**config.mk**
```make
export PLATFORM = sky130hd
export DESIGN_NAME = instr_prefetch_flat
export DESIGN_NICKNAME = d
export VERILOG_FILES = /design/src/rtl/instr_prefetch_if.sv /design/src/rtl/instr_prefetch.sv /design/src/flat_wrapper.sv
export SDC_FILE = /design/constraint.sdc
export NUM_CORES = 1
export LEC_CHECK = 0
export BUFFER_PORTS_ARGS = -buffer_cell sky130_fd_sc_hd__buf_2
export CORE_AREA = 5 5 86 148
export CTS_CLUSTER_SIZE = 40
export DETAILED_ROUTE_END_ITERATION = 8
export DIE_AREA = 0 0 91 153
export PLACE_DENSITY = 0.65
export SKIP_LAST_GASP = 1
export SYNTH_ARGS = -nofsm -noshare
export SYNTH_HDL_FRONTEND = slang
export SYNTH_SLANG_ARGS = --single-unit
```
**constraint.sdc**
```tcl
create_clock -name clk -period 5.41 [get_ports clk]
set_input_delay 0.2705 -clock clk [delete_from_list [all_inputs] [get_ports clk]]
set_output_delay 0.2705 -clock clk [all_outputs]
set_load 0.05 [all_outputs]
```
**src/rtl/instr_prefetch_if.sv**
```systemverilog
// Bus bundle for the instruction prefetch queue: ROM fetch port, redirect
// request, and the consumer-side byte stream.
interface instr_prefetch_if;
  logic [15:0] rom_addr;
  logic [7:0]  rom_data;
  logic        fetch_en;
  logic        redirect;
  logic [15:0] redirect_addr;
  logic        byte_valid;
  logic [7:0]  byte_out;
  logic [15:0] byte_pc;
  logic        byte_take;
  logic [3:0]  level;

  modport slave (
    output rom_addr,
    input  rom_data,
    input  fetch_en,
    input  redirect,
    input  redirect_addr,
    output byte_valid,
    output byte_out,
    output byte_pc,
    input  byte_take,
    output level
  );

  modport master (
    input  rom_addr,
    output rom_data,
    output fetch_en,
    output redirect,
    output redirect_addr,
    input  byte_valid,
    input  byte_out,
    input  byte_pc,
    output byte_take,
    input  level
  );
endinterface

```
**src/rtl/instr_prefetch.sv**
```systemverilog
// Instruction prefetch queue: fetches bytes from a combinational ROM into a
// circular FIFO of {pc, data} entries; redirect flushes and restarts fetching.
module instr_prefetch #(
  parameter int unsigned DEPTH        = 4,
  parameter logic [15:0] RESET_VECTOR = 16'h0000
) (
  input logic             clk,
  input logic             rst,
  instr_prefetch_if.slave bus
);
  localparam int unsigned AW = (DEPTH > 1) ? $clog2(DEPTH) : 1;

  logic [23:0]   mem [DEPTH];
  logic [AW-1:0] rd_ptr;
  logic [AW-1:0] wr_ptr;
  logic [3:0]    count;
  logic [15:0]   pc;
  logic          pop;
  logic          push;

  // Redirect masks both queue events; a pop frees a slot for a same-cycle push.
  always_comb begin
    pop  = bus.byte_take && (count != 4'd0) && !bus.redirect;
    push = bus.fetch_en && !bus.redirect && ((count != 4'(DEPTH)) || pop);
  end

  always_ff @(posedge clk or posedge rst) begin
    if (rst) begin
      pc     <= RESET_VECTOR;
      rd_ptr <= '0;
      wr_ptr <= '0;
      count  <= '0;
    end else if (bus.redirect) begin
      pc     <= bus.redirect_addr;
      rd_ptr <= '0;
      wr_ptr <= '0;
      count  <= '0;
    end else begin
      if (push) begin
        pc     <= pc + 16'd1;
        wr_ptr <= wr_ptr + AW'(1);
      end
      if (pop)
        rd_ptr <= rd_ptr + AW'(1);
      case ({push, pop})
        2'b10:   count <= count + 4'd1;
        2'b01:   count <= count - 4'd1;
        default: count <= count;
      endcase
    end
  end

  always_ff @(posedge clk) begin
    if (push)
      mem[wr_ptr] <= {pc, bus.rom_data};
  end

  always_comb begin
    bus.rom_addr   = pc;
    bus.level      = count;
    bus.byte_valid = (count != 4'd0);
    bus.byte_pc    = mem[rd_ptr][23:8];
    bus.byte_out   = mem[rd_ptr][7:0];
  end
endmodule

```
**src/flat_wrapper.sv**
```systemverilog
// flat-port wrapper written by rule: the top's interface ports become plain ports
module instr_prefetch_flat 
#(
  parameter int unsigned DEPTH        = 4,
  parameter logic [15:0] RESET_VECTOR = 16'h0000
)
  (clk, rst, bus_rom_addr, bus_rom_data, bus_fetch_en, bus_redirect, bus_redirect_addr, bus_byte_valid, bus_byte_out, bus_byte_pc, bus_byte_take, bus_level);
  instr_prefetch_if bus_i ();
  input logic clk;
  input logic rst;
  output wire logic [$bits(bus_i.rom_addr)-1:0] bus_rom_addr;
  input wire logic [$bits(bus_i.rom_data)-1:0] bus_rom_data;
  input wire logic [$bits(bus_i.fetch_en)-1:0] bus_fetch_en;
  input wire logic [$bits(bus_i.redirect)-1:0] bus_redirect;
  input wire logic [$bits(bus_i.redirect_addr)-1:0] bus_redirect_addr;
  output wire logic [$bits(bus_i.byte_valid)-1:0] bus_byte_valid;
  output wire logic [$bits(bus_i.byte_out)-1:0] bus_byte_out;
  output wire logic [$bits(bus_i.byte_pc)-1:0] bus_byte_pc;
  input wire logic [$bits(bus_i.byte_take)-1:0] bus_byte_take;
  output wire logic [$bits(bus_i.level)-1:0] bus_level;
  assign bus_rom_addr = bus_i.rom_addr;
  assign bus_i.rom_data = bus_rom_data;
  assign bus_i.fetch_en = bus_fetch_en;
  assign bus_i.redirect = bus_redirect;
  assign bus_i.redirect_addr = bus_redirect_addr;
  assign bus_byte_valid = bus_i.byte_valid;
  assign bus_byte_out = bus_i.byte_out;
  assign bus_byte_pc = bus_i.byte_pc;
  assign bus_i.byte_take = bus_byte_take;
  assign bus_level = bus_i.level;
  instr_prefetch #(.DEPTH(DEPTH), .RESET_VECTOR(RESET_VECTOR)) u_core (.clk(clk), .rst(rst), .bus(bus_i));
endmodule
```
==> out/metrics.yaml, run 1 <==
hp-start: "bus_redirect_addr[6]"
ys_seq_elements: 120
grt_pass1_wl_um: 16700
busiest_layer: "met2"
hold_viol: 0
port-buffer-count: 73
reg2reg_slack_ns: 2.74
ys_seq_area_share_pct: 69.4
cts_resized: 0
cp-start-kind: "flip-flop"
drt-total-wl_um: 10200
setup_viol: 0
avgSynthCellArea_um2: 17.1
finalCritPeriodShare_pct: 49.4
tns_ns: 0
min_path_type: "in2reg"
p_clk_share_pct: 35.1
antenna_found_initial: 0
fmaxAchievable_mhz: 374
swShare_pct: 34.3
drt_iter0_drc: 183
clk_latency_ns: 0.41
arrival_ns: 2.95
ios: 74
gp_congestion: 0.748
timing.slew.headroom_pct: 34.4
clockRootBuffer: "clkbuf_16"
route.antenna.remaining_nets: 0
vias: 2987
worstPathMaxFanout: 9
hold_buffers: 0
grt_max_degree: 32
combPwrFrac_pct: 26.9
clkTransAtPathRegs_ns: 0.06
rr_endpoint: "u_core.bus.level[3]$_DFFE_PP0P_"
intPower_mw: 2.08
fp.dieArea_mm2: 0.0139
synth_warnings: 0
grt_pass1_vias: 3220
ys_async_sr_fraction_pct: 20.0
endpoint_kind: "flip-flop"
syn-cell-area_mm2: 0.00502
grt.overflow.total: 0
clock_sinks: 120
drive_gt1_share_pct: 36.7
synth_edf_count: 96
grtUsageMet1_pct: 17.1
cts_buffers: 17
cts_buffer_depth: 2
cts_tree: "yes"
period_minus_slack_ns: 2.67
grt_use_met3_pct: 4.62
holdPathStages: 3
dp_hpwl_um: 6620
rsz0062_at_grt: "no"
nets: 416
min_to: "u_core.bus.rom_addr[6]$_DFFE_PP0P_"
die_h_um: 153
h-tree-depth: 4
initial_core_util_pct: 44.1
die_x_um: 91
power.static_leakage_nw: 2.23
syn_to_final_growth_pct: 22.5
routed_via_density: 5.67
p_switching_mw: 1.08
post_cts_buffers: 0
ir_drop_v: 0.000449
grtUsageTotal_pct: 15.6
drc_errors: 0
tightest_slew_ns: 0.983
power_density_mw_per_mm2: 514
maxCapViolations: 0
worst_clock_skew_ns: 0.00875
rows: 52
synth_ff_type: "edfxtp_1"
worstPathRequired_ns: 5.69
antenna_cells: 0
synthCells: 294
dr.pass1.iters: 5
slew_viol_final: 0
syn-num-nets: 331
reg2reg_from: "u_core.bus.level[1]$_DFFE_PP0P_"
reg2reg_depth: 7
core_mm2: 0.0114
grtUsageMet2_pct: 27.8
synth.distinct_cells: 47
critical_path_class: "reg2reg"
power_frac_seq_pct: 38.0
run_status: "finished clean"
power.total_mw: 3.16
wl_per_cell_um: 19.4
-- cell usage in the layout, fill, tap and decap left out, types with 3 or more instances in the layout --
cell	netlist	routed
or4_1	7	7
a21oi_1	5	5
mux2i_1	4	4
nand2_1	16	16
o31a_1	3	3
bufinv_16	0	3
buf_4	0	5
clkinv_2	0	4
nor3_1	3	3
buf_2	5	73
nor3b_2	0	4
ha_1	7	7
o31ai_1	5	5
xor2_1	4	4
a31oi_1	6	6
nand2b_1	5	5
clkinvlp_4	0	3
dfrtp_1	24	23
nor2_1	12	12
inv_1	6	6
o21ai_0	8	8
mux4_2	24	24
edfxtp_1	96	96
nand4_1	5	5
clkbuf_16	0	17
nand3_1	4	4
xnor2_1	6	6
-- critical path: stages, from the launching register on --
cell,delay [ns]
dfrtp_1,0.49
o41ai_1,0.53
nor3_1,0.18
ha_1,0.37
a21oi_1,0.23
nand2_1,0.11
or4_1,0.52
o311ai_0,0.12
-- area by class of cell --
| type | instances | area [um^2] |
|---|---|---|
| Clock buffer | 19 | 433 |
| Sequential cell | 120 | 3480 |
| Clock inverter | 13 | 154 |
| Multi-Input combinational cell | 155 | 1480 |
| Fill cell | 927 | 5240 |
| Timing Repair Buffer | 78 | 403 |
| Tap cell | 135 | 169 |
| Inverter | 7 | 26.3 |
-- cells by family (layout without fill, tap and decap cells) --
family | Yosys count | in the layout | synth area share (%)
xor gates and xnor gates | 10 | 10 | 1.75
DFF | 120 | 120 | 69.4
and+or+nand+nor | 67 | 67 | 7.36
adders and majority gates | 8 | 8 | 2.14
AOI/OAI and AO/OA | 41 | 41 | 5.99
buffers and inverters | 19 | 117 | 1.55
muxes | 29 | 29 | 11.8
-- Yosys cell counts, drive strengths merged (2+ instances only) --
library cell	instances	area share (%)
xor2	4	0.70
o31ai	5	0.75
nor3b	6	0.90
nand3	4	0.40
a21oi	5	0.50
buf	5	0.50
mux2i	4	0.80
nand2b	5	0.62
edfxtp	96	57
o21ai	9	0.97
nor3	3	0.30
a211oi	2	0.40
xnor2	6	1.0
ha	7	1.7
nor2	12	0.90
nand4	5	0.62
o211ai	2	0.30
o31a	3	0.52
nand2	16	1.2
inv	6	0.45
clkbuf	7	0.52
a31oi	6	0.75
and3	2	0.25
mux4	24	11
or4	7	1.0
dfrtp	24	12
-- state kept, by name (all words and copies together) (netlist names) --
register	flops
u_core.bus.level	4
u_core.wr_ptr	2
u_core.rd_ptr	2
u_core.bus.rom_addr	16
u_core.mem	96
-- metal layers --
metal / wire length [um] / part of all wire, %
met5: 0 / 0
met4: 130 / 1.3
met3: 493 / 4.8
met2: 5720 / 56
met1: 3870 / 38
-- power by group through the flow --
stage	registers, mW	clock network, mW	logic (mW)
2_1_floorplan	1.23	0	0.650
3_3_place_gp	1.21	0	0.855
3_5_place_dp	1.22	0	0.860
4_1_cts	1.20	1.13	0.862
5_1_grt	1.22	1.18	0.900
6_report	1.20	1.11	0.851
-- stage by stage --
| stage | worst slack (ns) | cell area [um^2] | hold slack, ns | utilization [%] | std cells |
|---|---|---|---|---|---|
| global route | 2.54 | 6150 | 0.0618 | 54.0 | 527 |
| CTS | 2.77 | 6150 | 0.0646 | 54.0 | 527 |
| detailed placement | 2.79 | 5560 | 0.489 | 48.8 | 495 |
| finish | 2.74 | 6150 | 0.0777 | 54.0 | 527 |
| floorplan | 1.96 | 5020 | 0.285 | - | 294 |
| global placement | 2.97 | 5560 | 0.482 | 48.8 | 495 |
-- worst max-delay path by stage --
stage,startpoint,end,slack (ns),cells after the start
3_3_place_gp,u_core.bus.level[2]$_DFFE_PP0P_,u_core.bus.level[3]$_DFFE_PP0P_,2.97,7
4_1_cts,u_core.bus.level[1]$_DFFE_PP0P_,u_core.bus.level[3]$_DFFE_PP0P_,2.77,7
2_1_floorplan,u_core.bus.level[0]$_DFFE_PP0P_,u_core.mem[0][0]$_DFFE_PP_,1.96,3
6_report,u_core.bus.level[1]$_DFFE_PP0P_,u_core.bus.level[3]$_DFFE_PP0P_,2.74,7
3_5_place_dp,u_core.bus.level[1]$_DFFE_PP0P_,u_core.bus.level[3]$_DFFE_PP0P_,2.79,7
5_1_grt,u_core.bus.level[1]$_DFFE_PP0P_,u_core.bus.level[3]$_DFFE_PP0P_,2.54,7
No activity file was read; power rests on OpenSTA's default activity.
==> run 2, diff against run 1 <==
==> constraint.sdc (replaced) <==
create_clock -name clk -period 2.6 [get_ports clk]
set_input_delay 0.13 -clock clk [delete_from_list [all_inputs] [get_ports clk]]
set_output_delay 0.13 -clock clk [all_outputs]
set_load 0.05 [all_outputs]
==> run 2 against run 1 <==
Register-to-register slack worse by 2.6 ns. Sequential share of layout area down 2.4 points. Global-route usage up 0.17 points. Sequential power up 98%. Critical path type unchanged.
==> out/metrics.yaml, run 2 (synthesis gave the netlist of run 1 again) <==
worst_clock_skew_ns: 0.00888
syn_to_final_growth_pct: 27.9
critPathLaunch: "u_core.bus.level[3]$_DFFE_PP0P_"
antenna_found_initial: 0
final_common_cell: "edfxtp_1"
ios: 74
slowest_delay_ns: 0.49
grt_use_met3_pct: 4.48
power.total_mw: 6.54
final_cell_mix: "edfxtp_1, buf_2, mux4_2"
cts_tree: "yes"
grt.overflow.total: 0
cts_buffer_depth: 2
power_density_mw_per_mm2: 1020
period_minus_slack_ns: 2.43
maxCapViolations: 0
initial_core_util_pct: 44.1
fmaxAchievable_mhz: 412
dr.pass1.iters: 4
hold_viol: 0
busiest_layer: "met2"
grt_pass1_vias: 3231
clockRootBuffer: "clkbuf_16"
post_cts_buffers: 0
clock_sinks: 120
vias: 3046
gp_congestion: 0.764
die_x_um: 91
cp_cell_sequence: "o41ai_4 -> nor3_1 -> ha_1 -> a21oi_2 -> nand2_1 -> or4_1 -> o311ai_0"
h-tree-depth: 4
slew_viol_final: 0
cp-start-kind: "flip-flop"
clkTransAtPathRegs_ns: 0.06
route.antenna.remaining_nets: 0
drt_iter0_drc: 150
finalCritPeriodShare_pct: 93.3
fp.dieArea_mm2: 0.0139
largest_reg_flops: 96
rsz0062_at_grt: "no"
tightest_slew_ns: 0.981
timing.slew.headroom_pct: 34.5
crit_slowest_cell: "or4_1"
dp_hpwl_um: 6650
drive_gt1_share_pct: 35.2
die_h_um: 153
place_ws_ns: -0.0602
nets: 445
grtUsageMet1_pct: 16.6
cts_buffers: 17
tns_ns: 0
port-buffer-count: 73
antenna_cells: 0
run_status: "finished clean"
hp-start: "bus_redirect_addr[10]"
routed_via_density: 5.48
core_mm2: 0.0114
critical_path_class: "reg2reg"
worstPathMaxFanout: 8
rows: 52
grtUsageTotal_pct: 15.8
top_register: "u_core.mem"
clk_latency_ns: 0.40
wl_per_cell_um: 18.6
reg2reg_from: "u_core.bus.level[3]$_DFFE_PP0P_"
grt_max_degree: 31
layout_setup_ws_ns: 0.173
power.static_leakage_nw: 2.35
grtUsageMet2_pct: 28.6
endpoint_kind: "flip-flop"
grt_pass1_wl_um: 16900
drc_errors: 0
min_path_type: "in2reg"
worstPathRequired_ns: 2.87
drt-total-wl_um: 10400
ir_drop_v: 0.000686
arrival_ns: 2.69
setup_viol: 0
-- run 2: per-layer routing --
metal | wire, um | vias up
met5 | 0 | -
met4 | 214 | 0
met3 | 339 | 14
met2 | 5920 | 62
met1 | 3890 | 1556
li1 | - | 1414
-- run 2: report_power, final --
| group | switching (mW) | internal [mW] | leakage, nW |
|---|---|---|---|
| logic | 1.35 | 0.681 | 0.922 |
| registers | 0.133 | 2.24 | 1.16 |
| clock network | 0.750 | 1.39 | 0.263 |
-- run 2: worst max-delay path: cells and delay by family, from the launching register on --
family / cells / cell delay [ns]
AOI/OAI and AO/OA: 3 / 0.74
adders and majority gates: 1 / 0.35
DFF: 1 / 0.48
and+or+nand+nor: 3 / 0.73
-- run 2: area by class of cell --
type,count,area (um^2)
inverters,7,26.3
multi-input cells,155,1500
clock inverters,11,106
clock buffers,21,440
repair buffers,107,691
flip-flops and latches,120,3480
well taps,135,169
fillers,883,4970
-- run 2: final timing paths --
| kind | slack [ns] | cells past startpoint | end |
|---|---|---|---|
| max in group asynchronous | 1.44 | 3 | u_core.rd_ptr[0]$_DFFE_PP0P_ |
| worst max-delay path | 0.17 | 7 | u_core.bus.level[3]$_DFFE_PP0P_ |
| worst min register to register | 0.54 | 2 | u_core.rd_ptr[1]$_DFFE_PP0P_ |
| min in group asynchronous | 0.50 | 3 | u_core.bus.rom_addr[10]$_DFFE_PP0P_ |
| worst max register to register | 0.17 | 7 | u_core.bus.level[3]$_DFFE_PP0P_ |
| worst min-delay path | 0.03 | 3 | u_core.bus.rom_addr[10]$_DFFE_PP0P_ |
-- run 2: what timing repair did --
item | in CTS | in global routing
gates resized for setup | 1 | 2
hold endpoints to repair | 70 | 0
endpoints found under the setup margin | 1 | 1
hold buffers | 23 | 0
-- run 2: metrics by stage --
stage          hold slack, ns  std cells  util [%]  area, um^2
3_5_place_dp            0.344        501      49.3        5620
6_report               0.0317        556      56.4        6420
4_1_cts                0.0100        556      56.2        6400
3_3_place_gp            0.343        501      49.3        5620
5_1_grt                0.0300        556      56.4        6420
2_1_floorplan           0.145        294         -        5020
